**config.mk**
```make
export PLATFORM = sky130hd
export DESIGN_NAME = apb_codec_block
export DESIGN_NICKNAME = d
export VERILOG_FILES = /design/src/rtl/apb_codec_block.sv
export SDC_FILE = /design/constraint.sdc
export NUM_CORES = 1
export LEC_CHECK = 0
export ABC_AREA = 1
export CORE_MARGIN = 1.5
export CORE_UTILIZATION = 42
export DETAILED_ROUTE_END_ITERATION = 10
export PLACE_DENSITY = 0.87
export SLEW_MARGIN = 40
export SYNTH_ARGS = -nofsm -noshare
export SYNTH_HDL_FRONTEND = slang
export SYNTH_SLANG_ARGS = --single-unit
```
**constraint.sdc**
```tcl
create_clock -name pclk -period 1.2 [get_ports pclk]
set_input_delay 0.12 -clock pclk [delete_from_list [all_inputs] [get_ports pclk]]
set_output_delay 0.12 -clock pclk [all_outputs]
set_load 0.05 [all_outputs]
```
**src/rtl/apb_codec_block.sv**
```systemverilog
// APB slave wrapping a one-hot decoder and a priority encoder.
// Input, control, result and status are register-mapped.
module apb_codec_block #(
    parameter int IN_W        = 3,
    parameter int DATA_W      = 32,
    parameter int ADDR_W      = 8,
    parameter int WAIT_STATES = 1
) (
    input  logic              pclk,
    input  logic              preset,
    input  logic              psel,
    input  logic              penable,
    input  logic              pwrite,
    input  logic [ADDR_W-1:0] paddr,
    input  logic [DATA_W-1:0] pwdata,
    output logic [DATA_W-1:0] prdata,
    output logic              pready,
    output logic              pslverr
);

    localparam int OUT_W = 2 ** IN_W;
    localparam int CW    = (WAIT_STATES > 0) ? $clog2(WAIT_STATES + 1) : 1;

    if (DATA_W < OUT_W) begin : g_bad_width
        $error("apb_codec_block: DATA_W must be >= 2**IN_W");
    end

    typedef enum logic [1:0] {
        IDLE,
        ACCESS
    } state_t;

    state_t          state_q, state_d;
    logic [CW-1:0]   cnt_q, cnt_d;
    logic            rdy_q, rdy_d;

    logic [1:0]       ctrl_q;
    logic [OUT_W-1:0] din_q;
    logic [OUT_W-1:0] dout_q;
    logic [1:0]       stat_q;
    logic             upd_q;

    logic [OUT_W-1:0] res;
    logic [1:0]       st;
    logic [IN_W-1:0]  pidx;
    logic [DATA_W-1:0] rdata;

    logic setup_ph, access_ph, done, err, wr_commit;
    logic a_ctrl, a_din, a_dout, a_stat;
    logic unused_ok;

    assign unused_ok = ^pwdata;

    assign setup_ph  = psel & ~penable;
    assign access_ph = psel & penable;

    assign a_ctrl = (paddr == ADDR_W'(8'h00));
    assign a_din  = (paddr == ADDR_W'(8'h04));
    assign a_dout = (paddr == ADDR_W'(8'h08));
    assign a_stat = (paddr == ADDR_W'(8'h0C));

    assign err = ~(a_ctrl | a_din | a_dout | a_stat)
               | (pwrite & (a_dout | a_stat));

    // rdy_q is only ever set in ACCESS; gating with the bus hides
    // the pulse if the master abandons the transfer.
    assign done      = rdy_q & access_ph;
    assign wr_commit = done & pwrite & ~err;

    assign pready  = done;
    assign pslverr = done & err;
    assign prdata  = (done & ~err & ~pwrite) ? rdata : '0;

    // Read data mux over the four mapped registers.
    always_comb begin
        rdata = '0;
        unique case (1'b1)
            a_ctrl:  rdata = DATA_W'(ctrl_q);
            a_din:   rdata = DATA_W'(din_q);
            a_dout:  rdata = DATA_W'(dout_q);
            a_stat:  rdata = DATA_W'(stat_q);
            default: rdata = '0;
        endcase
    end

    // Bus FSM state, wait counter and ready registers.
    always_ff @(posedge pclk or posedge preset) begin
        if (preset) begin
            state_q <= IDLE;
            cnt_q   <= '0;
            rdy_q   <= 1'b0;
        end else begin
            state_q <= state_d;
            cnt_q   <= cnt_d;
            rdy_q   <= rdy_d;
        end
    end

    // Next state: setup seen -> ACCESS, count waits, then one ready cycle.
    always_comb begin
        state_d = state_q;
        cnt_d   = cnt_q;
        rdy_d   = 1'b0;
        unique case (state_q)
            IDLE: begin
                if (setup_ph) begin
                    state_d = ACCESS;
                    cnt_d   = '0;
                    rdy_d   = (WAIT_STATES == 0);
                end
            end
            ACCESS: begin
                if (!access_ph) begin
                    cnt_d = '0;
                    if (setup_ph) begin
                        state_d = ACCESS;
                        rdy_d   = (WAIT_STATES == 0);
                    end else begin
                        state_d = IDLE;
                    end
                end else if (rdy_q) begin
                    state_d = IDLE;
                    cnt_d   = '0;
                end else begin
                    cnt_d = cnt_q + CW'(1);
                    rdy_d = (cnt_d == CW'(WAIT_STATES));
                end
            end
            default: begin
                state_d = IDLE;
                cnt_d   = '0;
            end
        endcase
    end

    // Register writes, and result capture one edge after a write.
    always_ff @(posedge pclk or posedge preset) begin
        if (preset) begin
            ctrl_q <= '0;
            din_q  <= '0;
            dout_q <= '0;
            stat_q <= '0;
            upd_q  <= 1'b0;
        end else begin
            if (wr_commit && a_ctrl) ctrl_q <= pwdata[1:0];
            if (wr_commit && a_din)  din_q  <= pwdata[OUT_W-1:0];
            upd_q <= wr_commit;
            if (upd_q) begin
                dout_q <= res;
                stat_q <= st;
            end
        end
    end

    // Decode / priority-encode of the current DIN under CTRL.
    always_comb begin
        res  = '0;
        st   = '0;
        pidx = '0;
        for (int i = 0; i < OUT_W; i++) begin
            if (din_q[i]) pidx = IN_W'(i);
        end
        if (ctrl_q[0]) begin
            if (!ctrl_q[1]) begin
                res[din_q[IN_W-1:0]] = 1'b1;
                st = 2'b01;
            end else begin
                res = OUT_W'(pidx);
                st  = {|(din_q & (din_q - OUT_W'(1))), |din_q};
            end
        end
    end

endmodule

```
==> results of run 1 <==
==> worst paths after layout <==
path / start / endpoint / cells after the start
min in group pclk: penable / state_q[0] / 4
max in group asynchronous: preset / din_q[5] / 3
worst min register to register: cnt_q / rdy_q / 1
worst max-delay path: rdy_q / prdata[5] / 6
worst max register to register: rdy_q / din_q[3] / 8
worst min-delay path: preset / state_q[0] / 3
==> routing by layer <==
layer  share of wire [%]  vias up  global-route usage (%)  wire length (µm)
met5                   0        -                       0                 0
met4                 3.1        0                    7.91               161
met3                 6.0       23                    4.17               310
met2                  53       86                    38.4              2720
met1                  38      848                    28.2              1960
li1                    -      834                       -                 -
==> cells in the mapped netlist (all sizes together), types with 2 or more instances <==
cell type  number  share of area, %
a21oi          10               4.2
buf            25                11
dfrtp          24                35
inv            32               6.9
nand2          69                17
nand3          12               3.7
nand4           5               4.4
nor2           24               7.3
o21ai           9               3.2
o22ai           9               3.2
or2             2              0.72
==> power groups by stage <==
stage | Clock, mW | Combinational (mW) | Sequential (mW)
6_report | 0.476 | 0.364 | 0.819
3_3_place_gp | 0 | 0.336 | 0.833
4_1_cts | 0.469 | 0.353 | 0.818
5_1_grt | 0.509 | 0.388 | 0.820
2_1_floorplan | 0 | 0.294 | 0.833
3_5_place_dp | 0 | 0.341 | 0.834
==> logic make-up after synthesis <==
family / count (synthesis) / synth area share [%]
buffers and inverters: 58 / 18.2
AOI/OAI and AO/OA: 33 / 12.8
other: 1 / 0.216
and+or+nand+nor: 114 / 34.2
DFF: 24 / 34.6
==> sequential cells by signal (all words and copies together), names as in the netlist <==
| register | flops |
|---|---|
| din_q | 8 |
| cnt_q | 1 |
| rdy_q | 1 |
| ctrl_q | 2 |
| dout_q | 8 |
| state_q | 1 |
| stat_q | 2 |
| upd_q | 1 |
==> cell usage in the layout, fill, tap and decap left out, drive strengths merged, types with 2 or more instances in the layout <==
cell type / n
nand2: 69
a21oi: 10
inv: 31
conb: 24
clkdlybuf4s50: 11
o22ai: 9
nand4: 5
o21ai: 9
buf: 60
nor2: 24
or2: 2
clkbuf: 3
nand3: 12
dfrtp: 24
==> worst max-delay path: stages (launching register included) <==
cell	delay, ns
dfrtp_1	0.37
nand3_2	0.12
clkinvlp_4	0.12
nand4_4	0.09
buf_12	0.17
a21oi_4	0.15
buf_12	0.15
==> through the flow <==
step | utilization (%) | total power, mW
2_1_floorplan | - | 1.13
3_3_place_gp | 59.7 | 1.17
3_5_place_dp | 59.7 | 1.18
4_1_cts | 65.6 | 1.64
5_1_grt | 67.7 | 1.72
6_report | 67.7 | 1.66
==> what timing repair did <==
item / 4_1_cts / 5_1_grt
cloned: 0 / 0
hold endpoints to repair: 0 / 0
gates resized for setup: 68 / 19
endpoints found under the setup margin: 24 / 27
hold buffers: 0 / 0
pin swaps: 28 / 15
buffers inserted: 11 / 4
==> cell type report <==
type / count / area [µm²] / area share [%]
multi-input combinational: 171 / 1130 / 41.8
timing repair buffer: 73 / 747 / 27.6
sequential: 24 / 601 / 22.2
inverter: 32 / 124 / 4.57
tap: 50 / 62.6 / 2.31
clock buffer: 3 / 41.3 / 1.52
==> flow_summary.json, run 1 <==
{
  "status": "finished with violations",
  "violations": "negative setup slack",
  "finalWorstSetupSlack_ns": -0.362,
  "grt_pass1_vias": 1682,
  "endpoint_kind": "primary output",
  "p_int_mw": 1.13,
  "min_path_type": "in -> async",
  "cts_sinks": 24,
  "tritoncts": "done",
  "synth-edff-count": 0,
  "antenna_cells": 0,
  "hold_violations": 0,
  "synthToLayoutAreaGrowth_pct": 55.9,
  "pwr-share-seq_pct": 49.4,
  "vdd_drop_max_v": 0.000557,
  "top_level_ports": 79,
  "dpl_worst_slack_ns": -0.685,
  "antenna_found_initial": 0,
  "port_buffers": 30,
  "syn_area_mm2": 0.00174,
  "fp-row-count": 23,
  "drt-initial-drc-count": 125,
  "start_util_pct": 43.4,
  "fillCellCount": 294,
  "gp_congestion": 0.854,
  "drt-wirelength-per-cell_um": 14.6,
  "arrival_ns": 1.44,
  "drive_gt1_share_pct": 43.6,
  "chipWidth_um": 67.3,
  "final_max_slew_viol_count": 0,
  "clk_pin_slew_ns": 0.08,
  "htreeDepth": 1,
  "synth_seq_cells": 24,
  "clkPwrFrac_pct": 28.7,
  "finalSetupViolations": 24,
  "design.die.area_mm2": 0.00453,
  "vias": 1791,
  "clk_latency_ns": 0.26,
  "synth_flop_cell": "dfrtp_1",
  "final_cells": 353,
  "track_usage_pct": 22.4,
  "finalCritPeriodShare_pct": 130,
  "grt_max_degree": 25,
  "overflow": 0,
  "ys_seq_area_share_pct": 34.6,
  "first_pass_iters": 4,
  "path_class": "reg -> out",
  "ys_async_sr_fraction_pct": 100,
  "root_buffer": "clkbuf_8",
  "die_h_um": 67.3,
  "synthDistinctLibCells": 30,
  "fin_crit_ns": 1.56,
  "whs_ns": 0.193,
  "design_area_mm2": 0.00271,
  "hpwl_mm": 3.35,
  "dp.cells": 335,
  "nNetsFinal": 350,
  "drv_cap": 0,
  "synth_warnings": 0,
  "cts_buffers": 3,
  "grt_pass1_wl_mm": 7.78,
  "finalSetupTns_ns": -5.85,
  "powerDensity_mw_per_mm2": 613,
  "crit_fanout": 8,
  "cp_data_required_time_ns": 1.08,
  "fmax_ghz": 0.640,
  "combPwrFrac_pct": 21.9,
  "reg2reg_slack_ns": -0.23,
  "synthCells": 230,
  "place_area_mm2": 0.00239,
  "skew_ns": 0.00310,
  "start_kind": "flop",
  "vias_per_cell": 5.07,
  "switching_share_pct": 31.6,
  "grt_setup_unrepaired": "yes",
  "drcViolationCount": 0,
  "cts_buffer_depth": 2,
  "p_leak_nw": 1.21,
  "power.switching_uw": 525,
  "postSynthAreaPerCell_um2": 7.55,
  "antenna_left": 0,
  "core_mm2": 0.00400,
  "wl_mm": 5.15
}
(Power assumes the default switching activity.)
==> run 2: changes to the inputs <==
--- a/config.mk
+++ b/config.mk
@@ -10,6 +10,7 @@
 export CORE_UTILIZATION = 42
 export DETAILED_ROUTE_END_ITERATION = 10
 export PLACE_DENSITY = 0.87
+export REMOVE_ABC_BUFFERS = 1
 export SLEW_MARGIN = 40
 export SYNTH_ARGS = -nofsm -noshare
 export SYNTH_HDL_FRONTEND = slang
==> run 2 against run 1 <==
The run still ends with negative setup slack left. Clock-buffer cell count rose by 1. Register-to-register slack improved by 0.04 ns. Sequential share of layout area up 0.69 points.
==> flow_summary.json, run 2 (synthesis results as in run 1) <==
{
  "finalSetupViolations": 24,
  "powerDensity_mw_per_mm2": 661,
  "fin_crit_ns": 1.52,
  "finalCritPeriodShare_pct": 127,
  "overflow": 0,
  "top_level_ports": 79,
  "crit_fanout": 6,
  "design.die.area_mm2": 0.00453,
  "status": "finished with violations",
  "clk_pin_slew_ns": 0.09,
  "whs_ns": 0.180,
  "mostFrequentLayoutCell": "nand2_1",
  "hold_violations": 0,
  "hpwl_mm": 3.06,
  "skew_ns": 0.00446,
  "chipWidth_um": 67.3,
  "fmax_ghz": 0.656,
  "totalPowerFinal_mw": 1.74,
  "mostFrequentLayoutCells": "nand2_1 (52), buf_4 (29), conb_1 (24), dfrtp_1 (24), inv_1 (22)",
  "synthToLayoutAreaGrowth_pct": 51.2,
  "grt_setup_unrepaired": "yes",
  "finalWorstSetupSlack_ns": -0.323,
  "port_buffers": 30,
  "gp_congestion": 1.00,
  "die_h_um": 67.3,
  "cts_sinks": 24,
  "drv_cap": 0,
  "first_pass_iters": 4,
  "htreeDepth": 1,
  "drt-initial-drc-count": 122,
  "top_regs": "din_q x8, dout_q x8",
  "core_mm2": 0.00400,
  "design_area_mm2": 0.00263,
  "place_area_mm2": 0.00227,
  "violations": "negative setup slack",
  "endpoint_kind": "primary output",
  "path_class": "reg -> out",
  "arrival_ns": 1.40,
  "grt_pass1_vias": 1715,
  "min_path_type": "in -> async",
  "drt-wirelength-per-cell_um": 14.9,
  "antenna_cells": 0,
  "grt_max_degree": 25,
  "clk_latency_ns": 0.28,
  "antenna_found_initial": 0,
  "track_usage_pct": 23.2,
  "nNetsFinal": 343,
  "root_buffer": "clkbuf_8",
  "vias": 1777,
  "start_kind": "flop",
  "antenna_left": 0,
  "drcViolationCount": 0,
  "fp-row-count": 23,
  "final_max_slew_viol_count": 0,
  "wl_mm": 5.16,
  "vias_per_cell": 5.12,
  "grt_pass1_wl_mm": 7.84,
  "drive_gt1_share_pct": 42.1,
  "p_leak_nw": 1.20,
  "tritoncts": "done",
  "vdd_drop_max_v": 0.000661,
  "cp_data_required_time_ns": 1.08,
  "cts_buffer_depth": 2,
  "cts_buffers": 3,
  "start_util_pct": 43.4
}
==> run 2: cell count changes in the layout (fill, tap and decap cells not counted), moves of 2 or more <==
cell,change
a21oi_2,+2
buf_4,-4
nand2_1,-2
nand2_2,+3
o22ai_1,+3
o22ai_2,-3
==> run 2: repair_timing <==
action | in CTS | in global routing
hold buffers | 0 | 0
endpoints found under the hold margin | 0 | 0
pin swaps | 18 | 15
resized for setup | 75 | 28
setup endpoints to repair | 25 | 25
setup buffers | 8 | 5
==> run 2: stage by stage <==
| stage | std cells | setup WS (ns) | util (%) | setup TNS (ns) |
|---|---|---|---|---|
| after floorplan | 227 | -0.744 | - | -6.94 |
| after CTS | 343 | -0.284 | 62.8 | -4.04 |
| after global routing | 347 | -0.376 | 65.7 | -6.08 |
| after global placement | 331 | -0.635 | 56.8 | -10.34 |
| after detailed placement | 331 | -0.709 | 56.8 | -11.70 |
| final | 347 | -0.323 | 65.7 | -4.29 |
==> run 2: final cells by class <==
type | instances | area (µm²)
tap | 50 | 62.6
inverter | 32 | 120
fill | 315 | 1370
sequential | 24 | 601
multi-input combinational | 171 | 1100
clock buffer | 4 | 55.1
timing repair buffer | 66 | 688
==> run 2: path summary, 6_finish.rpt <==
check	startpoint	to	slack [ns]	cells past startpoint
hold reg to reg	cnt_q	rdy_q	0.46	1
setup / recovery	rdy_q	prdata[5]	-0.32	6
hold / removal	preset	cnt_q	0.18	3
min in group pclk	psel	state_q[0]	0.27	3
setup reg to reg	din_q[2]	stat_q[1]	-0.19	8
max in group asynchronous	preset	dout_q[6]	0.78	3
==> run 2: power breakdown <==
group	switching [mW]	internal, mW	leakage, nW
registers	0.00312	0.814	0.333
clock network	0.274	0.294	0.0288
logic	0.263	0.0876	0.835
total	0.540	1.20	1.20
==> run 2: metal layers <==
| metal | share of wire (%) | vias up | routed length (µm) | GRT usage (%) |
|---|---|---|---|---|
| met5 | 0 | - | 0 | 0 |
| met1 | 38 | 834 | 1940 | 27.7 |
| met2 | 51 | 94 | 2610 | 40.1 |
| li1 | - | 825 | - | - |
| met3 | 7.2 | 24 | 373 | 3.50 |
| met4 | 4.6 | 0 | 236 | 12.2 |
==> run 2: worst max-delay path, stage by stage, from the launching register on <==
cell and delay (ns):
dfrtp_1 0.37, nand3_2 0.09, inv_2 0.11, nand4_4 0.10, buf_12 0.17, a21oi_4 0.13
buf_12 0.15
==> run 3: changes to the inputs <==
--- a/config.mk
+++ b/config.mk
@@ -6,8 +6,10 @@
 export NUM_CORES = 1
 export LEC_CHECK = 0
 export ABC_AREA = 1
+export CORE_ASPECT_RATIO = 0.75
 export CORE_MARGIN = 1.5
 export CORE_UTILIZATION = 42
+export CTS_CLUSTER_DIAMETER = 200
 export DETAILED_ROUTE_END_ITERATION = 10
 export PLACE_DENSITY = 0.87
 export REMOVE_ABC_BUFFERS = 1
==> run 3 against run 2 <==
Combinational power rose by 2%. First-iteration DRC count increased by 4.1%. Register-to-register slack is essentially flat. Final area about the same. Non-clock buffer count is 5 higher. The run still ends with negative setup slack left. Wire length down 8.2%. Clock power fell by 3%. Critical path depth unchanged. Utilization is 0.093 points lower.
==> flow_summary.json, run 3 (synthesis results as in run 1) <==
{
  "fmax_ghz": 0.652,
  "overflow": 0,
  "cp_slowest_cell": "dfrtp_1",
  "path_class": "reg -> out",
  "fp-row-count": 20,
  "hold_violations": 0,
  "port_buffers": 30,
  "track_usage_pct": 22.2,
  "tritoncts": "done",
  "design.die.area_mm2": 0.00453,
  "r2r_end": "din_q[1]",
  "crit_buf_inv": 3,
  "clkPwrFrac_pct": 32.0,
  "finalSetupViolations": 22,
  "die_h_um": 58.7,
  "finalCritPeriodShare_pct": 128,
  "rr_startpoint": "rdy_q",
  "first_pass_iters": 4,
  "drcViolationCount": 0,
  "powerDensity_mw_per_mm2": 658,
  "final_cells": 357,
  "root_buffer": "clkbuf_8",
  "combPwrFrac_pct": 20.7,
  "p_int_mw": 1.20,
  "htreeDepth": 1,
  "clk_pin_slew_ns": 0.08,
  "whs_ns": 0.187,
  "crit_chain": "nand3_2 > inv_2 > nand4_4 > buf_12 > a21oi_4 > buf_12",
  "reg2reg_slack_ns": -0.18,
  "arrival_ns": 1.41,
  "chipWidth_um": 77.3,
  "mostFrequentLayoutCells": "nand2_1 (51), buf_4 (34), conb_1 (24)",
  "dp.cells": 344,
  "reg2reg_depth": 7,
  "skew_ns": 0.00592,
  "crit_family": "buffers and inverters",
  "vias_per_cell": 4.78,
  "p_leak_nw": 1.23,
  "core_mm2": 0.00400,
  "power.switching_uw": 532,
  "start_kind": "flop",
  "grt_pass1_vias": 1675,
  "grt_max_degree": 25,
  "endpoint_kind": "primary output",
  "mostFrequentLayoutCell": "nand2_1",
  "nNetsFinal": 348,
  "finalWorstSetupSlack_ns": -0.334,
  "vdd_drop_max_v": 0.000845,
  "min_path_type": "in -> async",
  "hpwl_mm": 3.45,
  "antenna_left": 0,
  "violations": "negative setup slack",
  "critical_path.max_stage_delay_ns": 0.37,
  "fin_util_pct": 65.6,
  "status": "finished with violations",
  "grt_pass1_wl_mm": 7.69,
  "clk_latency_ns": 0.27,
  "dpl_worst_slack_ns": -0.675,
  "top_level_ports": 79,
  "wl_mm": 4.74,
  "antenna_found_initial": 0,
  "cts_buffers": 3,
  "drt-initial-drc-count": 127,
  "fin_crit_ns": 1.53,
  "grt_setup_unrepaired": "yes",
  "path_common_cell": "buf_12",
  "switching_share_pct": 30.8,
  "crit_fanout": 8,
  "postCtsHoldBufs": 0,
  "fillCellCount": 338,
  "cts_sinks": 24,
  "top_regs": "din_q x8, dout_q x8",
  "gp_congestion": 0.941,
  "pwr-share-seq_pct": 47.4,
  "seqCellArea_um2": 602,
  "antenna_cells": 0,
  "totalPowerFinal_mw": 1.73,
  "drive_gt1_share_pct": 41.7,
  "vias": 1708,
  "start_util_pct": 43.4,
  "cp_data_required_time_ns": 1.08,
  "synthToLayoutAreaGrowth_pct": 51.2,
  "drt-wirelength-per-cell_um": 13.3,
  "multi_input_area_mm2": 0.00108,
  "cts_buffer_depth": 2,
  "drv_cap": 0,
  "final_max_slew_viol_count": 0
}
[run 3: changes by cell type in the layout (fill, tap and decap cells not counted), sizes merged]
cell / change
clkbuf: +3
buf: +2
[run 3: metrics by stage]
step           instance area [µm²]  setup TNS [ns]
6_report                      2630           -4.61
5_1_grt                       2630           -6.58
4_1_cts                       2570           -4.29
3_5_place_dp                  2340          -11.71
3_3_place_gp                  2340          -10.61
2_1_floorplan                 1630           -6.94
[run 3: worst max-delay path by stage]
stage / start / endpoint / slack (ns) / cells after the start
after floorplan: rdy_q / prdata[1] / -0.74 / 4
after global routing: rdy_q / prdata[6] / -0.41 / 6
after CTS: rdy_q / prdata[7] / -0.31 / 6
final: rdy_q / prdata[6] / -0.33 / 6
after detailed placement: paddr[3] / prdata[0] / -0.67 / 8
after global placement: paddr[3] / prdata[0] / -0.61 / 8
[run 3: cell type report]
cell class / count / area share (%)
Inverter: 32 / 4.58
Sequential cell: 24 / 22.9
Multi-Input combinational cell: 171 / 41.1
Tap cell: 55 / 2.62
Clock buffer: 4 / 2.10
Timing Repair Buffer: 71 / 26.7
[run 3: worst reg2reg max path: cells and delay by family (launching register included)]
kind                   cells  cell delay [ns]
AND/OR/NAND/NOR            5             0.65
buffers and inverters      2             0.27
flip-flops                 1             0.37
[run 3: power groups by stage]
stage	Combinational (mW)	Clock (mW)	Sequential (mW)
after global placement	0.337	0	0.833
final	0.357	0.552	0.819
after global routing	0.379	0.594	0.819
after floorplan	0.230	0	0.833
after detailed placement	0.344	0	0.833
after CTS	0.348	0.567	0.817
[run 3: timing repair]
action | CTS | global route
buffers inserted | 6 | 4
resized for setup | 64 | 21
pin swaps | 20 | 20
endpoints found under the hold margin | 0 | 0
cloned | 0 | 0
endpoints found under the setup margin | 24 | 24
[run 3: routing by layer]
layer	global-route usage, %	vias up	share of wire [%]
li1	-	830	-
met1	28.2	797	41
met2	39.7	75	50
met3	4.50	6	7.5
met4	4.94	0	0.89
met5	0	-	0
